===== src/rtl/mult_34_arbiter.sv =====
//------------------------------------------------------------------------------
// mult_34_arbiter: shares one mult_34 between two requesters, tag FIFO steers results back in order.
// Optional: MULT_ARB_FIXED_PRIO_EN gives requester 0 fixed priority.   Rev 1.0
//------------------------------------------------------------------------------
`default_nettype none

module mult_34_arbiter #(
   parameter int W_IN  = 17,
   parameter int W_OUT = 34,
   parameter int DEPTH = 4
) (
   input  logic             clk,
   input  logic             rst,
   input  logic [W_IN-1:0]  r0_a_tdata,
   input  logic [W_IN-1:0]  r0_b_tdata,
   input  logic             r0_tvalid,
   output logic             r0_tready,
   output logic [W_OUT-1:0] r0_res_tdata,
   output logic             r0_res_tvalid,
   input  logic             r0_res_tready,
   input  logic [W_IN-1:0]  r1_a_tdata,
   input  logic [W_IN-1:0]  r1_b_tdata,
   input  logic             r1_tvalid,
   output logic             r1_tready,
   output logic [W_OUT-1:0] r1_res_tdata,
   output logic             r1_res_tvalid,
   input  logic             r1_res_tready,
   output logic [W_IN-1:0]  m_a_tdata,
   output logic             m_a_tvalid,
   input  logic             m_a_tready,
   output logic [W_IN-1:0]  m_b_tdata,
   output logic             m_b_tvalid,
   input  logic             m_b_tready,
   input  logic [W_OUT-1:0] m_out_tdata,
   input  logic             m_out_tvalid,
   output logic             m_out_tready,
   output logic             orphan_err
);

   localparam int PW = $clog2(DEPTH);
   localparam int CW = $clog2(DEPTH) + 1;

   localparam logic [0:0] S_IDLE  = 1'b0;
   localparam logic [0:0] S_ISSUE = 1'b1;

   logic [0:0]      r_state;
   logic            r_last_grant;
   logic [W_IN-1:0] r_op_a;
   logic [W_IN-1:0] r_op_b;
   logic            r_tag;
   logic            r_a_done;
   logic            r_b_done;
   logic [DEPTH-1:0] r_fifo;
   logic [PW-1:0]   r_wr_ptr;
   logic [PW-1:0]   r_rd_ptr;
   logic [CW-1:0]   r_count;
   logic            r_orphan;

   logic w_empty;
   logic w_full;
   logic w_grant;
   logic w_sel;
   logic w_a_hs;
   logic w_b_hs;
   logic w_final;
   logic w_head;
   logic w_head_rdy;
   logic w_pop;

   assign w_empty = (r_count == '0);
   assign w_full  = (r_count == CW'(DEPTH));
   assign w_grant = (r_state == S_IDLE) && !w_full && (r0_tvalid || r1_tvalid);

`ifdef MULT_ARB_FIXED_PRIO_EN
   assign w_sel = !r0_tvalid;
`else
   // Both valid: the requester not served last time wins
   assign w_sel = (r0_tvalid && r1_tvalid) ? !r_last_grant : r1_tvalid;
`endif

   assign w_a_hs  = (r_state == S_ISSUE) && !r_a_done && m_a_tready;
   assign w_b_hs  = (r_state == S_ISSUE) && !r_b_done && m_b_tready;
   assign w_final = (r_state == S_ISSUE) && (r_a_done || w_a_hs) && (r_b_done || w_b_hs);

   assign w_head     = r_fifo[r_rd_ptr];
   assign w_head_rdy = w_head ? r1_res_tready : r0_res_tready;
   assign w_pop      = !w_empty && m_out_tvalid && w_head_rdy;

   assign m_a_tvalid = (r_state == S_ISSUE) && !r_a_done;
   assign m_b_tvalid = (r_state == S_ISSUE) && !r_b_done;
   assign m_a_tdata  = r_op_a;
   assign m_b_tdata  = r_op_b;

   assign r0_tready = w_final && !r_tag;
   assign r1_tready = w_final && r_tag;

   assign r0_res_tvalid = !w_empty && !w_head && m_out_tvalid;
   assign r1_res_tvalid = !w_empty && w_head && m_out_tvalid;
   assign r0_res_tdata  = (!w_empty && !w_head) ? m_out_tdata : '0;
   assign r1_res_tdata  = (!w_empty && w_head) ? m_out_tdata : '0;

   // With no owner on record the multiplier output is drained; held low during reset
   assign m_out_tready = rst ? 1'b0 : (w_empty ? 1'b1 : w_head_rdy);
   assign orphan_err   = r_orphan;

   always_ff @(posedge clk or posedge rst) begin
      if (rst) begin
         r_state      <= S_IDLE;
         r_last_grant <= 1'b1;
         r_op_a       <= '0;
         r_op_b       <= '0;
         r_tag        <= 1'b0;
         r_a_done     <= 1'b0;
         r_b_done     <= 1'b0;
      end else begin
         case (r_state)
            S_IDLE: begin
               if (w_grant) begin
                  r_op_a   <= w_sel ? r1_a_tdata : r0_a_tdata;
                  r_op_b   <= w_sel ? r1_b_tdata : r0_b_tdata;
                  r_tag    <= w_sel;
                  r_a_done <= 1'b0;
                  r_b_done <= 1'b0;
                  r_state  <= S_ISSUE;
               end
            end
            S_ISSUE: begin
               if (w_a_hs) r_a_done <= 1'b1;
               if (w_b_hs) r_b_done <= 1'b1;
               if (w_final) begin
                  r_last_grant <= r_tag;
                  r_state      <= S_IDLE;
               end
            end
            default: r_state <= S_IDLE;
         endcase
      end
   end

   always_ff @(posedge clk or posedge rst) begin
      if (rst) begin
         r_fifo   <= '0;
         r_wr_ptr <= '0;
         r_rd_ptr <= '0;
         r_count  <= '0;
         r_orphan <= 1'b0;
      end else begin
         if (w_final) begin
            r_fifo[r_wr_ptr] <= r_tag;
            r_wr_ptr         <= r_wr_ptr + PW'(1);
         end
         if (w_pop) r_rd_ptr <= r_rd_ptr + PW'(1);
         case ({w_final, w_pop})
            2'b10:   r_count <= r_count + CW'(1);
            2'b01:   r_count <= r_count - CW'(1);
            default: r_count <= r_count;
         endcase
         if (w_empty && m_out_tvalid) r_orphan <= 1'b1;
      end
   end

endmodule

`default_nettype wire

===== config.mk =====
export PLATFORM = sky130hd
export DESIGN_NAME = mult_34_arbiter
export DESIGN_NICKNAME = d
export VERILOG_FILES = /design/src/rtl/mult_34_arbiter.sv
export SDC_FILE = /design/constraint.sdc
export NUM_CORES = 1
export LEC_CHECK = 0
export CORE_AREA = 2 2 96 98
export DETAILED_ROUTE_END_ITERATION = 10
export DIE_AREA = 0 0 98 100
export GPL_TIMING_DRIVEN = 0
export PLACE_DENSITY_LB_ADDON = 0.08
export RECOVER_POWER = 100
export SLEW_MARGIN = 30
export SYNTH_ARGS = -nofsm -noshare
export SYNTH_HDL_FRONTEND = slang
export SYNTH_SLANG_ARGS = --single-unit

===== constraint.sdc =====
create_clock -name clk -period 5.6 [get_ports clk]
set_input_delay 0.84 -clock clk [delete_from_list [all_inputs] [get_ports clk]]
set_output_delay 0.84 -clock clk [all_outputs]
set_load 0.05 [all_outputs]

Word-level counts from Yosys, hierarchy flattened
Index checks and enable logic that the tools add are counted.

word-level totals
  register bits = 51
  bits of input ports = 111

cells by class
  add/sub/neg operators = 4
  order comparisons = 3
  equal/unequal tests = 6
  muxes and demuxes = 22
  bitwise logic cells = 1
  reduce and logical (&&, ||, !) cells = 35

operators by type and width
  operator               count
  $mux W34               2
  $mux W17               2
  $logic_and A1 B1 Y1    19
  $mux W1                11
  $reduce_and A2 Y1      4
  $logic_not A1 Y1       7
  $lt A2 B3 Y1 const B   2
  $pmux W1 S2            3
  $pmux W3 S2            1
  $add A2 B1 Y2 const B  2
  $bwmux W4              1
  $ne A2 B1 Y1 const B   2
  $add A3 B1 Y3 const B  1
  $eq A3 B3 Y1 const B   1
  $logic_not A3 Y1       1
  $logic_or A1 B1 Y1     3
  $sub A3 B1 Y3 const B  1
  $bmux W1 S2            1
  $demux W1 S2           1
  $eq A2 B1 Y1 const B   1
  $eq A2 B2 Y1 const B   1
  $ge A2 B1 Y1 const B   1
  $ne A2 B2 Y1 const B   1
  $reduce_bool A2 Y1     1
  $not A1 Y1             1

Logic depth before layout (Yosys ltp)
Gate-level depths: netlist of run 1.

  depth in word-level cells = 8
  depth in mapped cells = 11

Worst setup path before layout of run 1
OpenSTA, ideal clock, no wires.

  kind = input to output
  start point = in r0_res_tready
  end point = out m_out_tready
  arrival = 1951 ps
  data required time = 4760 ps
  setup slack = 2809 ps
  stages = 4
  path buffers = 0
  path through = nand2_1 mux2i_1 nor2_1 a21oi_1

between the ends
  cells in the longest elaborated chain, start to end = 3

ends and longest elaborated chain
  item                  RTL line  RTL
  from (decl)           20        input logic r0_res_tready,
  $mux W1               86        assign w_head_rdy = w_head ? r1_res_tready : r0_res_tready;
  $mux W1 (2 in a row)  103       assign m_out_tready = rst ? 1'b0 : (w_empty ? 1'b1 : w_head_rdy);
  to (decl)             36        output logic m_out_tready,

Every way passes these cells.

Final worst setup path of run 1
  start point = in m_b_tready
  end point = out r1_tready

between the ends
  cells in the longest elaborated chain, start to end = 4

ends and longest elaborated chain
  item                 RTL line  RTL
  from (decl)          33        input logic m_b_tready,
  $logic_and A1 B1 Y1  82        assign w_b_hs = (r_state == S_ISSUE) && !r_b_done && m_b_tready;
  $logic_or A1 B1 Y1   83        assign w_final = (r_state == S_ISSUE) && (r_a_done || w_a_hs) && (r_b_done || w_b_hs);
  $logic_and A1 B1 Y1  83
  $logic_and A1 B1 Y1  95        assign r1_tready = w_final && r_tag;
  to (decl)            24        output logic r1_tready,

Every way passes these cells.

==> impl_metrics.py, run 1 <==
metrics = {
    "status": {
        "outcome": "finished with violations",
        "violations": "capacitance limit, slew limit",
    },
    "yosys": {
        "muxShareOfSynthArea": 0.133,
        "synth_top_family_by_area": "simple AND/OR/NAND/NOR gates",
        "synth_ff_type": "dfrtp_1",
        "synth_seq_cells": 51,
        "synth_nets": 474,
        "yosys_warnings": 0,
        "avgSynthCellArea_um2": 8.30,
        "netlist_instances": 357,
        "synth-compound-area-share": 0.0975,
        "synth_xor_area_frac": 0.0148,
        "synthAdderAreaFrac": 0.0279,
        "async_reset_ff_frac": 1.00,
        "seq_area_frac_synth": 0.431,
        "synth_edf_count": 0,
        "synth-simple-area-share": 0.225,
        "synth_area_mm2": 0.00296,
        "ys_types": 32,
    },
    "global_routing": {
        "grt_start_max_net_pins": 38,
        "grt_overflow_total": 0,
        "antenna_found_initial": 0,
        "grtUsageTotal": 0.199,
        "grt_pass1_wl_mm": 15.8,
        "grt_pass1_vias": 3228,
    },
    "clock_network": {
        "clock_path_buffers": 2,
        "cts-root-buf": "clkbuf_8",
        "postCtsHoldBufs": 0,
        "cts_buffers": 5,
        "htree_levels": 2,
        "cts_num_sinks": 51,
        "cts_tree": "built",
        "clk_latency_ns": 0.31,
        "post_cts_resized": 0,
        "path_clk_slew_ns": 0.11,
        "post_cts_buffers": 0,
    },
    "timing": {
        "finalSetupViolations": 0,
        "post-route-period-util": 0.701,
        "hold_violations": 0,
        "fin_setup_tns_ns": 0,
        "tightest_slew_ns": 1.99,
        "period_needed_ns": 3.93,
        "max_slew_margin": -0.325,
        "drv_slew": 38,
        "skew_ns": 0.0126,
        "max_freq_mhz": 255,
        "rsz0062_at_grt": "false",
    },
    "setup_path": {
        "reg2reg_from": "r_rd_ptr[1]",
        "r2r_end": "r_count[2]",
        "cp_cell_sequence": "dlygate4sd3_1, o221a_2, clkbuf_1, inv_1, nor2_1, dlygate4sd3_1",
        "cpPeakStageDelay_ns": 0.90,
        "cp_data_arrival_time_ns": 3.09,
        "cp_data_required_time_ns": 4.76,
        "critPathMaxFanout": 8,
        "cp-startpoint": "m_b_tready",
        "cpLargestDelayFamily": "buffers and inverters",
        "crit_type": "in2out",
        "reg2reg_depth": 10,
        "cp-end-kind": "output pin",
        "path_depth": 6,
        "path_common_cell": "dlygate4sd3_1",
        "critPathSlowestCell": "dlygate4sd3_1",
        "crit_buf_inv": 4,
        "rrSetupSlack_ns": 3.19,
        "critPathCapture": "r1_tready",
        "worstSetupStartpointType": "input pin",
    },
    "route": {
        "wl_met3_um": 951,
        "drtIter0Drc": 81,
        "wl_met1_mm": 3.73,
        "dr.pass1.iters": 4,
        "route.top_layer_used": "met4",
        "drc_errors": 0,
        "post_drt_wl_per_cell_um": 14.2,
        "via_per_inst": 4.64,
        "via_count": 3233,
        "wl_met2_mm": 4.99,
        "route.antenna.remaining_nets": 0,
        "routed_wl_mm": 9.91,
    },
    "placement": {
        "port_buffers": 220,
        "gp_congestion": 0.999,
        "hpwl_mm": 8.19,
    },
    "cells_and_area": {
        "num_antenna_cells": 0,
        "area_delta_synth_final_pct": 83.2,
        "nNetsFinal": 702,
        "drive_gt1_frac": 0.0546,
        "fill_cells": 809,
    },
    "floorplan": {
        "die_h_um": 100,
        "num_rows": 35,
        "initial_core_util": 0.333,
        "coreArea_mm2": 0.00889,
        "die_area_mm2": 0.00980,
        "fp.dieW_um": 98,
        "io-pin-count": 221,
    },
    "min_path": {
        "hp-class": "reg2reg",
    },
    "job": {
        "cap_violations": 1,
    },
}
[synth_stat cells (3+ instances only)]
cell type,count,area [um^2]
nor2_1,108,405
dfrtp_1,50,1250
nand2_1,49,184
mux2i_1,38,380
a21oi_1,35,175
inv_1,12,45.0
buf_2,11,55.1
buf_4,7,52.6
o21ai_0,7,35.0
ha_1,5,62.6
buf_6,4,45.0
clkbuf_1,3,11.3
xnor2_1,3,26.3
[worst min-delay path by stage]
| stage | startpoint | endpoint | cells past startpoint | slack (ns) |
|---|---|---|---|---|
| after floorplan | r_count[2] | r_count[2] | 1 | 0.45 |
| after global placement | orphan_err | orphan_err | 1 | 0.46 |
| after detailed placement | orphan_err | orphan_err | 1 | 0.46 |
| after CTS | orphan_err | orphan_err | 1 | 0.49 |
| after global routing | r_count[2] | r_count[2] | 1 | 0.51 |
| final | orphan_err | orphan_err | 1 | 0.48 |
[cells in the final DEF, fill, tap and decap left out]
cell             Yosys  layout
o221a_2              1       1
nand3_1              1       1
mux2i_1             38      38
buf_4                7       7
nand2_1             49      49
a31oi_1              2       2
o21ai_0              7       7
dfrtp_1             50      50
clkbuf_1             3      10
inv_8                0       1
a21oi_1             35      35
fa_1                 1       1
nor3_1               0       1
a21boi_0             1       1
nand2b_1             2       2
xor2_1               2       2
ha_1                 5       5
nor2_1             108     108
buf_2               11       5
buf_6                4       4
dlygate4sd3_1        0     114
xnor2_1              3       3
dfstp_2              1       1
or3_1                1       1
clkbuf_8             0       5
clkinvlp_2           0       1
a21o_1               2       2
inv_1               12      11
o21a_1               1       1
bufinv_16            0       2
o32ai_1              1       1
o21bai_1             1       1
nor2_2               2       2
o21ai_2              1       1
clkdlybuf4s50_1      0     106
nor2b_1              2       2
nor3b_2              1       1
mux2_4               1       1
[registers in the layout, summed over array words and instances (netlist names)]
| name | flops |
|---|---|
| m_a_tdata | 17 |
| orphan_err | 1 |
| r_last_grant | 1 |
| m_b_tdata | 17 |
| r_b_done | 1 |
| r_tag | 1 |
| r_wr_ptr | 2 |
| r_count | 3 |
| r_state | 1 |
| r_a_done | 1 |
| r_fifo | 4 |
| r_rd_ptr | 2 |
[final cells by class]
| type | instances | area [um^2] | share of cell area |
|---|---|---|---|
| Timing Repair Buffer | 221 | 2210 | 0.406 |
| Clock inverter | 3 | 71.3 | 0.0131 |
| Clock buffer | 5 | 68.8 | 0.0127 |
| Tap cell | 111 | 139 | 0.0256 |
| Buffer | 25 | 156 | 0.0288 |
| Inverter | 12 | 46.3 | 0.00852 |
| Multi-Input combinational cell | 269 | 1470 | 0.270 |
| Sequential cell | 51 | 1280 | 0.235 |
[routing by layer]
metal  GRT usage  up-vias
met5           0        -
met4      0.0716        0
met3      0.0648       17
met2       0.356      151
met1       0.221     1464
li1            -     1601
[kinds of logic after synthesis]
logic type	count (synthesis)
adders and majority gates	6
muxes	39
buffers and inverters	37
DFF	51
AOI/OAI and AO/OA	52
and+or+nand+nor	167
xor gates and xnor gates	5
[through the flow]
step | cell area (um^2) | cells | util | hold WS, ns | worst slack, ns
3_5_place_dp | 5330 | 689 | 0.599 | 0.463 | 1.98
3_3_place_gp | 5310 | 688 | 0.597 | 0.461 | 2.00
5_1_grt | 5430 | 697 | 0.611 | 0.513 | 1.49
2_1_floorplan | 2960 | 357 | - | 0.447 | 2.81
4_1_cts | 5470 | 697 | 0.615 | 0.488 | 1.97
6_report | 5430 | 697 | 0.611 | 0.481 | 1.67
[worst reg2reg max path, cell delays in order (launching register included)]
cell and delay [ns]:
dfrtp_1 0.43, mux2i_1 0.30, mux2i_1 0.32, nor2_1 0.09, nor2_1 0.14, ha_1 0.21, inv_1 0.06, fa_1 0.37
xor2_1 0.15, nor2_1 0.11, xor2_1 0.15
Power of run 1 is not shown: default switching activity piles up to over one toggle a cycle in this logic, so the estimate is an artifact.
==> run 2: changes to the inputs <==
--- a/config.mk
+++ b/config.mk
@@ -5,9 +5,9 @@
 export SDC_FILE = /design/constraint.sdc
 export NUM_CORES = 1
 export LEC_CHECK = 0
-export CORE_AREA = 2 2 96 98
+export CORE_AREA = 2 2 101 103
 export DETAILED_ROUTE_END_ITERATION = 10
-export DIE_AREA = 0 0 98 100
+export DIE_AREA = 0 0 103 105
 export GPL_TIMING_DRIVEN = 0
 export PLACE_DENSITY_LB_ADDON = 0.08
 export RECOVER_POWER = 100
==> constraint.sdc (replaced) <==
create_clock -name clk -period 3.4 [get_ports clk]
set_input_delay 0.51 -clock clk [delete_from_list [all_inputs] [get_ports clk]]
set_output_delay 0.51 -clock clk [all_outputs]
set_load 0.05 [all_outputs]
==> run 2 against run 1 <==
  * The flow still finishes with violations (capacitance limit, slew limit)
  * Clock-buffer cell count rose by 1
  * Register-to-register slack got worse by 2.3 ns
  * Clock skew fell by 0.0048 ns
  * Worst setup slack got worse by 1.5 ns
  * Flip-flop and latch count did not move
  * Non-clock buffer count did not move
  * Cell count rose by 3.2%
  * Sequential share of layout area barely moved
  * Hold slack improved by 0.0013 ns
  * Die area rose by 10%
  * Highest routed layer unchanged
==> impl_metrics.py, run 2 (same netlist as run 1, synthesis figures left out) <==
metrics = {
    "clock_network": {
        "htree_levels": 2,
        "postCtsHoldBufs": 0,
        "cts_tree": "built",
        "cts_num_sinks": 51,
        "cts_buffers": 5,
        "post_cts_buffers": 0,
        "cts-root-buf": "clkbuf_8",
        "path_clk_slew_ns": 0.09,
        "clock_path_buffers": 2,
        "clk_latency_ns": 0.30,
        "post_cts_resized": 0,
    },
    "timing": {
        "tightest_slew_ns": 1.71,
        "period_needed_ns": 3.21,
        "fin_setup_tns_ns": 0,
        "max_freq_mhz": 312,
        "skew_ns": 0.00779,
        "timing.hold.ws_ns": 0.483,
        "finalSetupViolations": 0,
        "hold_violations": 0,
        "post-route-period-util": 0.944,
        "rsz0062_at_grt": "false",
        "drv_slew": 39,
        "max_slew_margin": -0.141,
    },
    "route": {
        "route.top_layer_used": "met4",
        "drtIter0Drc": 85,
        "drc_errors": 0,
        "dr.pass1.iters": 5,
        "post_drt_wl_per_cell_um": 14.4,
        "via_per_inst": 4.53,
        "via_count": 3256,
        "routed_wl_mm": 10.4,
        "wl_met2_mm": 5.40,
        "wl_met3_mm": 1.12,
        "route.antenna.remaining_nets": 0,
        "wl_met1_mm": 3.66,
    },
    "placement": {
        "placed_cells": 711,
        "hpwl_mm": 8.51,
        "port_buffers": 220,
        "gp_congestion": 0.773,
    },
    "cells_and_area": {
        "drive_gt1_frac": 0.0513,
        "nNetsFinal": 702,
        "area_delta_synth_final_pct": 83.3,
        "final_common_cell": "dlygate4sd3_1",
        "stdcell_count": 719,
        "final_cell_mix": "111 x dlygate4sd3_1, 109 x clkdlybuf4s50_1, 108 x nor2_1",
    },
    "setup_path": {
        "cp-end-kind": "output pin",
        "crit_type": "reg2out",
        "critPathMaxFanout": 10,
        "cp-startpoint": "r_rd_ptr[1]",
        "cp_data_required_time_ns": 2.89,
        "r2r_end": "r_count[2]",
        "rrSetupSlack_ns": 0.85,
        "worstSetupStartpointType": "flop",
        "reg2reg_from": "r_count[0]",
        "reg2reg_depth": 11,
        "cp_data_arrival_time_ns": 2.70,
    },
    "floorplan": {
        "io-pin-count": 221,
        "die_h_um": 105,
        "die_area_mm2": 0.0108,
        "fp.dieW_um": 103,
        "initial_core_util": 0.308,
        "num_rows": 36,
        "coreArea_mm2": 0.00964,
    },
    "global_routing": {
        "grtUsageTotal": 0.186,
        "antenna_found_initial": 1,
        "grt_overflow_total": 0,
        "grt_start_max_net_pins": 39,
        "grt_pass1_wl_mm": 15.9,
        "grt_pass1_vias": 3117,
    },
    "min_path": {
        "worstHoldEndpoint": "r_count[2]",
        "hp-class": "reg2reg",
        "hold_start": "r_count[2]",
        "hold_path_depth": 1,
    },
    "status": {
        "outcome": "finished with violations",
        "violations": "capacitance limit, slew limit",
    },
    "job": {
        "cap_violations": 1,
    },
}
run 2: changes by cell type in the layout (fill, tap and decap cells not counted), sizes merged:
cell	delta
bufinv	-1
clkdlybuf4s50	+3
diode	+1
dlygate4sd3	-3
dlymetal6s2s	+1
inv	-1
run 2: worst max-delay path by stage:
stage                     slack, ns  cells past startpoint                to
after floorplan                1.07                      5  r0_res_tdata[13]
after global placement         0.39                      6         r1_tready
after CTS                      0.20                      7  r0_res_tdata[31]
after global routing           0.07                      7  r0_res_tdata[31]
final                          0.19                      7   r0_res_tdata[9]
after detailed placement       0.38                      6         r1_tready
run 2: layout make-up:
type                       instances  area [um^2]
tap                              133          166
clock inverter                     1         30.0
inverter                          12         46.3
sequential                        51         1280
multi-input combinational        269         1470
buffer                            25          156
clock buffer                       6         72.6
antenna                            1         2.50
timing repair buffer             221         2210
fill                             936         4210
run 2: layer usage:
| layer | GRT usage | up-vias |
|---|---|---|
| met2 | 0.346 | 162 |
| met5 | 0 | - |
| met4 | 0.0498 | 0 |
| met1 | 0.197 | 1474 |
| li1 | - | 1609 |
| met3 | 0.0595 | 11 |
run 2: per-stage QoR:
stage | util | area, um^2 | setup WS [ns]
finish | 0.564 | 5430 | 0.192
global route | 0.564 | 5430 | 0.0681
CTS | 0.566 | 5460 | 0.204
detailed placement | 0.556 | 5360 | 0.382
global placement | 0.553 | 5330 | 0.390
floorplan | - | 2960 | 1.07
run 2: critical path, cell delays in order (launching register included):
cell and delay, ns:
dfrtp_1 0.42, mux2i_1 0.34, nand2_1 0.13, o21a_1 0.14, buf_6 0.14, buf_6 0.14, nor2_1 0.19, dlygate4sd3_1 0.90
Power of run 2 is left out for the same reason.
